## src/rtl/wr1_rdn_addr_arb.sv

```systemverilog
// Frame buffer address arbiter: one writer, RD_NUM readers sharing BUF_NUM buffers.
// The writer always owns a buffer that no reader holds; each reader latches the most
// recently completed frame on its own frame sync, or reports a repeat when no newer
// frame exists.
module wr1_rdn_addr_arb #(
    parameter int unsigned           ADDR_BITS  = 25,
    parameter int unsigned           BUF_NUM    = 4,
    parameter int unsigned           RD_NUM     = 2,
    parameter logic [ADDR_BITS-1:0]  BASE_ADDR  = 25'h0,
    parameter logic [ADDR_BITS-1:0]  FRAME_SIZE = 25'h10_0000
) (
    input  logic                        clk,
    input  logic                        rst_n,
    input  logic                        enable,
    input  logic                        write_vs,
    input  logic                        write_enable,
    input  logic [RD_NUM-1:0]           read_vs,
    output logic [ADDR_BITS-1:0]        write_base,
    output logic [RD_NUM*ADDR_BITS-1:0] read_base,
    output logic [RD_NUM-1:0]           read_repeat,
    output logic                        frame_drop
);

    localparam int unsigned      IDX_W    = $clog2(BUF_NUM);
    localparam logic [IDX_W-1:0] LAST_IDX = IDX_W'(BUF_NUM - 1);

    function automatic logic [ADDR_BITS-1:0] addr_of(input logic [IDX_W-1:0] idx);
        return BASE_ADDR + ADDR_BITS'(idx) * FRAME_SIZE;
    endfunction

    logic                write_vs_d;
    logic [RD_NUM-1:0]   read_vs_d;
    logic                write_edge;
    logic                write_commit;
    logic [RD_NUM-1:0]   read_edge;

    logic [IDX_W-1:0]    wr_idx;
    logic [IDX_W-1:0]    wr_next;
    logic [IDX_W-1:0]    latest_idx;
    logic                latest_valid;
    logic [IDX_W-1:0]    rd_idx [RD_NUM];

    logic [IDX_W-1:0]    cand;
    logic                busy;
    logic                found;

    // Edges are gated by enable, but the delayed samples are not, so a sync held
    // high across enable rising does not produce a late edge.
    assign write_edge   = enable & write_vs & ~write_vs_d;
    assign read_edge    = {RD_NUM{enable}} & read_vs & ~read_vs_d;
    assign write_commit = write_edge & write_enable;

    // Next write buffer: first index after wr_idx (cyclically) not held by any reader.
    always_comb begin
        wr_next = wr_idx;
        cand    = '0;
        busy    = 1'b0;
        found   = 1'b0;
        for (int unsigned s = 1; s < BUF_NUM; s++) begin
            cand = IDX_W'((32'(wr_idx) + s) % BUF_NUM);
            busy = 1'b0;
            for (int unsigned k = 0; k < RD_NUM; k++) begin
                if (rd_idx[k] == cand) begin
                    busy = 1'b1;
                end
            end
            if (!found && !busy) begin
                wr_next = cand;
                found   = 1'b1;
            end
        end
    end

    // Sync sampling, index state and status pulses.
    always_ff @(posedge clk or negedge rst_n) begin
        if (!rst_n) begin
            write_vs_d   <= 1'b0;
            read_vs_d    <= '0;
            wr_idx       <= '0;
            latest_idx   <= '0;
            latest_valid <= 1'b0;
            frame_drop   <= 1'b0;
            read_repeat  <= '0;
            for (int unsigned k = 0; k < RD_NUM; k++) begin
                rd_idx[k] <= LAST_IDX;
            end
        end else begin
            write_vs_d <= write_vs;
            read_vs_d  <= read_vs;
            frame_drop <= write_edge & ~write_enable;
            if (write_commit) begin
                latest_idx   <= wr_idx;
                latest_valid <= 1'b1;
                wr_idx       <= wr_next;
            end
            // A reader syncing on the same edge as a completed write takes the
            // buffer just finished (old wr_idx); it never equals the reader's own
            // index, so that case can never be a repeat.
            for (int unsigned k = 0; k < RD_NUM; k++) begin
                read_repeat[k] <= 1'b0;
                if (read_edge[k]) begin
                    if (write_commit) begin
                        rd_idx[k] <= wr_idx;
                    end else if (latest_valid && (latest_idx != rd_idx[k])) begin
                        rd_idx[k] <= latest_idx;
                    end else begin
                        read_repeat[k] <= 1'b1;
                    end
                end
            end
        end
    end

    // Registered base addresses, forced to BASE_ADDR while arbitration is disabled.
    always_ff @(posedge clk or negedge rst_n) begin
        if (!rst_n) begin
            write_base <= BASE_ADDR;
            for (int unsigned k = 0; k < RD_NUM; k++) begin
                read_base[k*ADDR_BITS +: ADDR_BITS] <= addr_of(LAST_IDX);
            end
        end else begin
            write_base <= enable ? addr_of(wr_idx) : BASE_ADDR;
            for (int unsigned k = 0; k < RD_NUM; k++) begin
                read_base[k*ADDR_BITS +: ADDR_BITS] <= enable ? addr_of(rd_idx[k]) : BASE_ADDR;
            end
        end
    end

endmodule

```

## config.mk

```make
export PLATFORM = sky130hd
export DESIGN_NAME = wr1_rdn_addr_arb
export DESIGN_NICKNAME = d
export VERILOG_FILES = /design/src/rtl/wr1_rdn_addr_arb.sv
export SDC_FILE = /design/constraint.sdc
export NUM_CORES = 1
export LEC_CHECK = 0
export CAP_MARGIN = 30
export CELL_PAD_IN_SITES_DETAIL_PLACEMENT = 1
export CELL_PAD_IN_SITES_GLOBAL_PLACEMENT = 2
export CORE_ASPECT_RATIO = 2
export CORE_UTILIZATION = 19
export DETAILED_ROUTE_END_ITERATION = 7
export HOLD_SLACK_MARGIN = 0.03
export PLACE_DENSITY = 0.74
export REMOVE_ABC_BUFFERS = 1
export SYNTH_ARGS = -nofsm -noshare
export SYNTH_HDL_FRONTEND = slang
export SYNTH_SLANG_ARGS = --single-unit
```

## constraint.sdc

```tcl
create_clock -name clk -period 1.5 [get_ports clk]
set_clock_uncertainty 0.1 [all_clocks]
set_input_delay 0.3 -clock clk [delete_from_list [all_inputs] [get_ports clk]]
set_output_delay 0.3 -clock clk [all_outputs]
set_load 0.05 [all_outputs]
```

==> metrics.yaml <==
status: "finished with violations"
violations: "negative setup slack"
cts.clk_slew.worst_paths_ps: 60
synth_top_family_by_area: "buffers and inverters"
start_util_pct: 19.6
critPathBufInv: 2
syn_avg_cell_area_um2: 9.26
max_freq_mhz: 652
worstSetupPathType: "register to register"
avgViaCountPerCell: 3.55
total_power_mw: 3.63
root_buffer: "clkbuf_16"
core_um2: 7890
place_ws_ps: -463
worst_hold_path_type: "input port to async pin"
path_cells: "buf_6 -> inv_4 -> a311o_1 -> o31ai_2 -> a31oi_1"
yosysTopAreaCell: "buf_4"
hold_violations: 0
grtUsageTotal_pct: 8.12
synth-seq-area-share_pct: 34.6
die-area_um2: 8530
period_needed_ps: 1530
insertion_delay_ps: 260
synthTopCellsByArea: "buf_4, dfrtp_1, dfstp_2"
slowest_stage: "dfstp_2"
ys_seq_elements: 21
drive_above_1_share_pct: 26.2
postCtsHoldBufs: 0
synth_adder_area_share_pct: 0
grt_pass1_vias: 1016
num_antenna_cells: 0
wl_per_cell_um: 11.1
yosys_warnings: 0
routed_wl_um: 3300
synth.area.mux_share_pct: 0
setup_slack_ps: -34.0
fin_area_um2: 1910
clockBufferDepth: 2
synth_cell_type_count: 31
io_pins: 85
dp_cells: 286
fin_crit_sh_pct: 102
antenna_found_initial: 0
p_leak_nw: 0.939
drtPass1Iterations: 4
synth_cells: 167
peakVddDrop_mv: 0.676
io_buffers: 15
die_h_um: 130
grt_pass1_wl_um: 4970
slew_violations: 0
final_cells: 298
htreeDepth: 1
nNetsFinal: 210
timing.critical_path.arrival_ps: 1570
endpoint_kind: "register"
route.detailed.drc: 0
grt_overflow: 0
synth_top_area_share_pct: 34.5
die_w_um: 65.8
powerDensity_nw_per_um2: 1900
globalplace.congestion: 0.801
drv_cap: 0
ant_nets: 0
rsz0062_at_grt: "yes"
cts_sinks: 21
setup_viol: 5
cts_tree: "done"
synthXorXnorAreaFrac_pct: 3.96
startpoint_type: "register"
vias: 1058
path_delay_family: "flip-flops"
fill_cells: 941
synth-compound-area-share_pct: 11.8
syn_area_um2: 1550
cp_max_fo: 5
grt_max_degree: 22
max_stage_delay_ps: 600
cts_buffers: 3
worstPathRequired_ps: 1530
yosys.area_share.simple_pct: 12.1
hpwl_um: 2620
drt-initial-drc-count: 17
area_growth_pct: 23.7
dpl_cell_area_um2: 1710
rows: 46
## sequential cells by signal, indices dropped and copies added (netlist names), 2 cells and up
register     flops
latest_idx       2
rd_idx           4
read_base        4
read_repeat      2
read_vs_d        2
wr_idx           2
write_base       2
## report_power, final
part	leakage (nW)	total (mW)	switching [mW]	internal, mW
sequential	0.240	0.978	0.205	0.773
combinational	0.661	2.07	1.17	0.900
clock	0.0382	0.586	0.223	0.363
## stage by stage
stage | TNS [ps] | util, % | hold WS (ps)
global placement | -3420 | 21.7 | 378
floorplan | -222 | - | -95.6
CTS | -138 | 23.4 | 284
detailed placement | -3510 | 21.7 | 388
global route | -405 | 24.3 | 292
finish | -127 | 24.3 | 276
## synth_stat cells (all sizes together)
master   n
a21oi    4
a31oi    2
buf     75
nand2b   5
and2     7
a222oi   1
and4b    1
nand2   11
conb     1
and3     3
a311o    1
dfstp    8
nand4b   1
o21ai    6
a22o     4
xor2     6
o21bai   1
a21o     1
a211o    2
dfrtp   13
inv      3
a221oi   1
o31ai    1
nor2     3
o22ai    2
xnor2    1
nor3     3
## kinds of logic (layout without fill, tap and decap cells)
family | after synthesis | in the layout
simple gates | 34 | 34
xor+xnor | 7 | 7
flops | 21 | 21
compound gates | 26 | 26
other cells | 1 | 69
buf+inv | 78 | 45
## worst register-to-register path: cells and delay by family, from the launching register on
family                 cells  cell delay [ps]
buffers and inverters      2              180
flip-flops                 1              600
AO/OA/AOI/OAI              3              530
## repair_timing
| item | in CTS | in global routing |
|---|---|---|
| setup buffers | 4 | 4 |
| pin swaps | 8 | 5 |
| endpoints found under the hold margin | 0 | 0 |
| gates resized for setup | 8 | 10 |
| setup endpoints to repair | 6 | 6 |
## cell usage in the layout, fill, tap and decap left out, drive strengths merged, types with 2 or more instances in the layout
master	netlist	routed
o21ai	6	6
dfstp	8	8
dlygate4sd2	0	2
a22o	4	4
a21oi	4	4
dfrtp	13	13
a211o	2	2
nor3	3	3
o22ai	2	2
clkdlybuf4s50	0	4
xor2	6	6
nand2b	5	5
inv	3	3
clkbuf	0	4
conb	1	69
nor2	3	3
buf	75	32
and3	3	3
a31oi	2	2
nand2	11	11
and2	7	7
## path summary, 6_finish.rpt
path / startpoint / to / slack (ps) / cells after the start
setup / recovery: rd_idx[0]$_DFFE_PN1P_ / wr_idx[0]$_DFFE_PN0P_ / -30 / 5
hold / removal: rst_n / latest_idx[1]$_DFFE_PN0P_ / 280 / 2
setup reg to reg: rd_idx[0]$_DFFE_PN1P_ / wr_idx[0]$_DFFE_PN0P_ / -30 / 5
hold reg to reg: latest_valid$_DFFE_PN0P_ / latest_valid$_DFFE_PN0P_ / 450 / 1
max in group asynchronous: rst_n / read_base[20]$_DFF_PN1_ / 740 / 2
min in group clk: write_vs / write_vs_d$_DFF_PN0_ / 290 / 1
## routing by layer
layer / wire, um / vias up / global-route usage, %
met5: 0 / - / 0
met4: 94 / 0 / 6.01
met3: 224 / 6 / 0.968
met2: 2020 / 72 / 17.1
met1: 955 / 503 / 6.02
li1: - / 477 / -
## layout make-up
| type | instances | area (um^2) | area share [%] |
|---|---|---|---|
| flip-flops and latches | 21 | 536 | 28.0 |
| multi-input cells | 136 | 739 | 38.7 |
| clock buffers | 4 | 78.8 | 4.12 |
| repair buffers | 38 | 425 | 22.2 |
| well taps | 96 | 120 | 6.28 |
| inverters | 3 | 13.8 | 0.719 |
Note: power is estimated with default switching activity, not from simulation.
